**src/rtl/avaliacao_pkg.sv**
```systemverilog
// Shared types and widths for the evaluation datapath (capture front end,
// principal and their benches).
package avaliacao_pkg;

   typedef enum logic [1:0] {
      IDLE       = 2'd0,
      DB_PRESS   = 2'd1,
      HELD       = 2'd2,
      DB_RELEASE = 2'd3
   } estado_t;

   localparam int DEBOUNCE_DEF = 4;
   localparam int E_W          = 2;
   localparam int P_W          = 4;

   // Button plus both switch groups travel through one synchroniser.
   localparam int SYNC_W       = 1 + E_W + P_W;

endpackage

```
**src/rtl/sincronizador.sv**
```systemverilog
// Two-flop synchroniser for asynchronous board inputs; flops clear to 0
// on reset so a held input is seen as a fresh edge once reset releases.
module sincronizador #(
   parameter int W = 1
) (
   input  logic         clk,
   input  logic         rst_n,
   input  logic [W-1:0] d_i,
   output logic [W-1:0] q_o
);

   logic [W-1:0] meta_q;
   logic [W-1:0] sync_q;

   always_ff @(posedge clk or negedge rst_n) begin
      if (!rst_n) begin
         meta_q <= '0;
         sync_q <= '0;
      end else begin
         meta_q <= d_i;
         sync_q <= meta_q;
      end
   end

   assign q_o = sync_q;

endmodule

```
**src/rtl/captura_avaliacao.sv**
```systemverilog
// Input-capture front end: synchronises switches and confirm button,
// debounces the button and latches the switches once per accepted press.
module captura_avaliacao
   import avaliacao_pkg::*;
#(
   parameter int DEBOUNCE_CYCLES = DEBOUNCE_DEF
) (
   input  logic       clk,
   input  logic       rst_n,
   input  logic [1:0] sw_e,
   input  logic [3:0] sw_p,
   input  logic       btn_ok,
   output logic       e1,
   output logic       e0,
   output logic       p3,
   output logic       p2,
   output logic       p1,
   output logic       p0,
   output logic       valid,
   output logic [3:0] n_capt,
   output logic       busy
);

   localparam int CNT_W = $clog2(DEBOUNCE_CYCLES + 1);

   localparam logic [CNT_W-1:0] CNT_ONE  = CNT_W'(1);
   localparam logic [CNT_W-1:0] CNT_LAST = CNT_W'(DEBOUNCE_CYCLES - 1);

   localparam logic [1:0] S_IDLE       = IDLE;
   localparam logic [1:0] S_DB_PRESS   = DB_PRESS;
   localparam logic [1:0] S_HELD       = HELD;
   localparam logic [1:0] S_DB_RELEASE = DB_RELEASE;

   logic [SYNC_W-1:0] raw_in;
   logic [SYNC_W-1:0] sync_out;
   logic              btn_s;
   logic [E_W-1:0]    e_s;
   logic [P_W-1:0]    p_s;

   logic [1:0]        state_q, state_d;
   logic [CNT_W-1:0]  cnt_q, cnt_d;
   logic [E_W-1:0]    e_q, e_d;
   logic [P_W-1:0]    p_q, p_d;
   logic [3:0]        n_capt_q, n_capt_d;
   logic              valid_q;
   logic              busy_q;
   logic              capture;

   assign raw_in = {btn_ok, sw_e, sw_p};

   sincronizador #(
      .W (SYNC_W)
   ) u_sync (
      .clk   (clk),
      .rst_n (rst_n),
      .d_i   (raw_in),
      .q_o   (sync_out)
   );

   assign btn_s = sync_out[SYNC_W-1];
   assign e_s   = sync_out[P_W +: E_W];
   assign p_s   = sync_out[P_W-1:0];

   // Press and release both need DEBOUNCE_CYCLES consecutive equal samples;
   // any opposite sample restarts from the stable state it came from.
   always_comb begin
      state_d = state_q;
      cnt_d   = cnt_q;
      capture = 1'b0;
      case (state_q)
         S_IDLE: begin
            if (btn_s) begin
               state_d = S_DB_PRESS;
               cnt_d   = CNT_ONE;
            end
         end
         S_DB_PRESS: begin
            if (!btn_s) begin
               state_d = S_IDLE;
               cnt_d   = '0;
            end else if (cnt_q == CNT_LAST) begin
               state_d = S_HELD;
               cnt_d   = '0;
               capture = 1'b1;
            end else begin
               cnt_d   = cnt_q + CNT_ONE;
            end
         end
         S_HELD: begin
            if (!btn_s) begin
               state_d = S_DB_RELEASE;
               cnt_d   = CNT_ONE;
            end
         end
         S_DB_RELEASE: begin
            if (btn_s) begin
               state_d = S_HELD;
               cnt_d   = '0;
            end else if (cnt_q == CNT_LAST) begin
               state_d = S_IDLE;
               cnt_d   = '0;
            end else begin
               cnt_d   = cnt_q + CNT_ONE;
            end
         end
         default: begin
            state_d = S_IDLE;
            cnt_d   = '0;
         end
      endcase
   end

   // Switches are sampled on the capture edge itself, not at press start.
   always_comb begin
      e_d      = e_q;
      p_d      = p_q;
      n_capt_d = n_capt_q;
      if (capture) begin
         e_d      = e_s;
         p_d      = p_s;
         n_capt_d = n_capt_q + 4'd1;
      end
   end

   always_ff @(posedge clk or negedge rst_n) begin
      if (!rst_n) begin
         state_q  <= S_IDLE;
         cnt_q    <= '0;
         e_q      <= '0;
         p_q      <= '0;
         n_capt_q <= '0;
         valid_q  <= 1'b0;
         busy_q   <= 1'b0;
      end else begin
         state_q  <= state_d;
         cnt_q    <= cnt_d;
         e_q      <= e_d;
         p_q      <= p_d;
         n_capt_q <= n_capt_d;
         valid_q  <= capture;
         busy_q   <= (state_d != S_IDLE);
      end
   end

   assign e1     = e_q[1];
   assign e0     = e_q[0];
   assign p3     = p_q[3];
   assign p2     = p_q[2];
   assign p1     = p_q[1];
   assign p0     = p_q[0];
   assign valid  = valid_q;
   assign n_capt = n_capt_q;
   assign busy   = busy_q;

endmodule

```
**config.mk**
```make
export PLATFORM = sky130hd
export DESIGN_NAME = captura_avaliacao
export DESIGN_NICKNAME = d
export VERILOG_FILES = /design/src/rtl/avaliacao_pkg.sv /design/src/rtl/sincronizador.sv /design/src/rtl/captura_avaliacao.sv
export SDC_FILE = /design/constraint.sdc
export NUM_CORES = 1
export LEC_CHECK = 0
export ABC_AREA = 0
export CORE_ASPECT_RATIO = 0.75
export CORE_MARGIN = 5
export CORE_UTILIZATION = 40
export DETAILED_ROUTE_END_ITERATION = 12
export PLACE_DENSITY = 0.69
export REMOVE_ABC_BUFFERS = 1
export SETUP_SLACK_MARGIN = 0.3
export SLEW_MARGIN = 20
export SYNTH_ARGS = -nofsm -noshare
export SYNTH_HDL_FRONTEND = slang
export SYNTH_SLANG_ARGS = --single-unit
export TNS_END_PERCENT = 50
```
**constraint.sdc**
```tcl
create_clock -name clk -period 2 [get_ports clk]
set_clock_uncertainty 0.15 [all_clocks]
set_input_delay 0.6 -clock clk [delete_from_list [all_inputs] [get_ports clk]]
set_output_delay 0.6 -clock clk [all_outputs]
set_load 0.005 [all_outputs]
```
# After elaboration in Yosys (flattened, before gate mapping)
# Cells that the tools add are included.
# op_classes
eq_ne,6
muxes,16
add_sub_neg,2
reduce_logical,3
# ops
cell,n
two-way mux 3 bit,5
two-way mux 2 bit,6
one-hot mux 3 bit (4 select lines),1
one-hot mux 2 bit (4 select lines),1
adder 4 x 1 -> 4 bit (second input constant),1
equality test 2 bit (second input constant),2
adder 3 x 1 -> 3 bit (second input constant),1
equality test 3 x 2 -> 1 bit (second input constant),1
two-way mux 1 bit,3
equality test 2 x 1 -> 1 bit (second input constant),1
zero test 2 bit,1
!= test 2 x 1 -> 1 bit (second input constant),1
!= test 2 bit (second input constant),1
AND reduction 2 bit,1
nonzero test 2 bit,1
# totals
word_cells,36
input_bits,9
output_inout_bits,12
reg_bits,31

# Longest topological paths before layout
# depth
word_depth,5
ltp_mapped,4
mapped_depth_nobuf,4

# Hierarchy
# Synthesis repeated with hierarchy kept, for this count alone.
# unflattened
hier_cells,63
area_unflattened_um2,1096.1
# by_module_without_submodules
module,cells_each,instances,area_each_um2,seq_area_each_um2
captura_avaliacao,49,1,745.7,425.4
sincronizador,14,1,350.3,350.3

# Least setup slack after synthesis
# No wires, ideal clock.
# synth_path
kind,reg2reg
start,reg cnt_q[0]
end,reg e_q[0]
path_stages_with_launch,5
slack_ps,544
arrival_ps,1181
t_required_ps,1725
synth_period_minus_slack_ps,1456
path_buffers,0
setup_time_ps,125
path_cell_list,dfrtp_1 ha_1 nand3b_4 nor2_8 mux2_4
# synth_via
elab_chain_cells,4
# synth_lines
item,line,source
from (decl),captura_avaliacao.sv:41,"logic [CNT_W-1:0] cnt_q, cnt_d;"
from (signal assigned),captura_avaliacao.sv:136,cnt_q <= cnt_d;
equality test 3 x 2 -> 1 bit,captura_avaliacao.sv:81,end else if (cnt_q == CNT_LAST) begin
two-way mux 1 bit,captura_avaliacao.sv:81,
two-way mux 1 bit,captura_avaliacao.sv:78,if (!btn_s) begin
two-way mux 1 bit,captura_avaliacao.sv:70,case (state_q)
named net capture,captura_avaliacao.sv:47,logic capture;
to (signal assigned),captura_avaliacao.sv:129,e_q <= '0;
to (signal assigned),captura_avaliacao.sv:137,e_q <= e_d;
to (decl),captura_avaliacao.sv:42,"logic [E_W-1:0] e_q, e_d;"
# The timed path passes the listed nets, and every way through them passes these cells.
# A chain may end at the register's enable or synchronous reset.

# Worst setup path in the final report
# layout_path
start,reg p_q[3]
end,out p3
# layout_lines
item,line,source
from (decl),captura_avaliacao.sv:43,"logic [P_W-1:0] p_q, p_d;"
from (signal assigned),captura_avaliacao.sv:138,p_q <= p_d;
to (decl),captura_avaliacao.sv:15,"output logic p3,"
# No word-level cell between the ends.

==> metrics.txt <==
CP endpoint kind=output port; Slew Limit Fails=0; DR vias/cell=4.42; I/O pins=21; crit-path cells=clkdlybuf4s50_1; crit path max fanout=2; Area Overhead vs Synth=36.1%; Post-Place Setup Slack=0.329 ns; clk slew on worst S/H paths=0.06 ns; share of the synthesized area in the top cell type=70.8%; largest area contributor in the netlist=dfrtp_1; Worst path slowest cell=clkdlybuf4s50_1; Pwr Density=1250 nW/µm²; fin area=1490 µm²; type of the worst min-delay path=reg2reg; highest clock rate=0.530 GHz; setup tns final=0 ns; FP Rows=16; post-synthesis cell count=63; Post-Place Cells=120; sequential fraction of the synthesis area=70.8%; layout cell share with drive strength beyond 1=27.6%; synth warn=0; main area contributors after synthesis=dfrtp_1, mux2_4, xor2_1; CP Class=reg2out; CP top delay family=buffers and inverters; Layout Nets=109; Syn Area/Cell=17.4 µm²; slew of the pin with the lowest slew margin=0.374 ns; number of H-tree levels=2; Pleak=0.776 nW; Cell Area, Placed=1350 µm²; Die Y=55.3 µm; GRT Residual Overflow=0; GRT Resource Usage Total=9.87%; ant diodes=0; global-route wire length before repair=2840 µm; Final Instance Count excl. Fillers=134; Slew Limit Headroom=75.1%; Initial Utilization=41.8%; DP HPWL=1060 µm; DRT Pass-1 Iters=3; crit start category=register; # hold bufs at CTS=0; largest net degree at the start of global routing=32; status=complete, no violations; Die Area=3900 µm²; root buffer cell=clkbuf_8; count of state elements after synthesis=31; Max-Cap Viols=0; Die Wd=70.4 µm; residual DRC count=0; Final min period=1.89 ns; initial antenna violation count=0; CTS Buffer Depth=2; Required @ worst endpoint=1.25 ns; RSZ-0062 raised after global routing=yes; number of buffers created by CTS=5; vias in the first global route=645; Max VDD drop=593 µV; final WL=1640 µm; CTS tree=yes; DR WL/cell=12.2 µm; CP max stage delay=0.50 ns; total number of vias=592; clock latency on the worst-skew pair=0.28 ns; gp weighted congestion=0.698; Post-DRT Antenna Nets=0; Buf/Inv on CP=1; post-route clock period utilization=94.3%; Port Buffer Count=20; final core occ=56.9%; Yosys cell types=21; DRC marker count from the first detailed-route iteration=39; clk sink count=31; Hold Vio Cnt, Final=0; worst setup slack after layout=0.115 ns; CORE AREA=2620 µm²; WP data arrival=1.14 ns; Finish-stage setup viols=0; Mapped Area=1100 µm²
[area by class of cell]
cell class | instances | area, µm²
clock inverters | 1 | 5.00
repair buffers | 28 | 263
flip-flops and latches | 31 | 776
well taps | 36 | 45.0
multi-input cells | 30 | 313
clock buffers | 6 | 82.6
fillers | 224 | 1130
inverters | 2 | 7.51
[per-layer routing]
layer  wire (µm)  share of wire, %  track usage [%]  vias up
li1            -                 -                -      279
met1         710                43             10.4      289
met2         760                46             15.2       18
met3         125               7.6             4.71        6
met4          43               2.6             7.38        0
met5           0                 0                0        -
[sequential cells by signal, indices dropped and copies added (netlist names)]
register / cells
p_q: 4
cnt_q: 3
u_sync.meta_q: 7
valid: 1
e_q: 2
n_capt: 4
busy: 1
state_q: 2
u_sync.q_o: 7
[metrics by stage]
| stage | hold slack [ns] | power (W) |
|---|---|---|
| 2_1_floorplan | 0.154 | 0.00111 |
| 3_3_place_gp | 0.183 | 0.00134 |
| 3_5_place_dp | 0.188 | 0.00136 |
| 4_1_cts | 0.203 | 0.00190 |
| 5_1_grt | 0.215 | 0.00198 |
| 6_report | 0.201 | 0.00186 |
[synth_stat cells (all sizes together)]
library cell,instances
o21ai,1
a21oi,1
o21a,1
nor3,2
mux2,8
nand3,1
ha,2
dfrtp,31
a21o,1
xor2,4
and3,1
nand2b,2
inv,2
and2,1
o2111ai,1
nand3b,1
nor2,3
[placed cells by master, fill, tap and decap left out, drive strengths merged, types with 2 or more instances in the layout]
cell,count
nor3,2
xor2,4
dlygate4sd2,4
clkdlybuf4s50,12
nand2b,2
clkbuf,6
dlymetal6s2s,3
inv,2
nor2,3
mux2,8
buf,8
dfrtp,31
ha,2
[path summary, 6_finish.rpt]
check | cells after the start | from | to | slack [ns]
min in group asynchronous | 2 | rst_n | n_capt[1]$_DFFE_PN0P_ | 0.56
max reg2reg | 4 | cnt_q[0]$_DFFE_PN0P_ | e_q[0]$_DFFE_PN0P_ | 0.43
min | 0 | u_sync.meta_q[2]$_DFF_PN0_ | u_sync.q_o[2]$_DFF_PN0_ | 0.20
max | 1 | p_q[3]$_DFFE_PN0P_ | p3 | 0.11
max in group asynchronous | 2 | rst_n | u_sync.q_o[0]$_DFF_PN0_ | 0.86
min reg2reg | 0 | u_sync.meta_q[2]$_DFF_PN0_ | u_sync.q_o[2]$_DFF_PN0_ | 0.20
[cells by family after synthesis]
family	synth area share (%)
AOI/OAI and AO/OA	3.08
xor gates and xnor gates	3.88
adders and majority gates	2.28
buffers and inverters	0.685
DFF	70.8
muxes	10.6
and+or+nand+nor	8.68
[power breakdown]
| part | internal (W) | switching (W) | leakage, nW | total (W) |
|---|---|---|---|---|
| Combinational | 0.000346 | 0.000180 | 0.348 | 0.000526 |
| Clock | 0.000269 | 0.000212 | 0.0470 | 0.000481 |
| Sequential | 0.000761 | 0.0000926 | 0.381 | 0.000853 |
[what timing repair did]
item	CTS	global route
setup buffers	6	1
gates resized for setup	6	3
setup endpoints to repair	12	9
No activity file was read; power rests on OpenSTA's default activity.
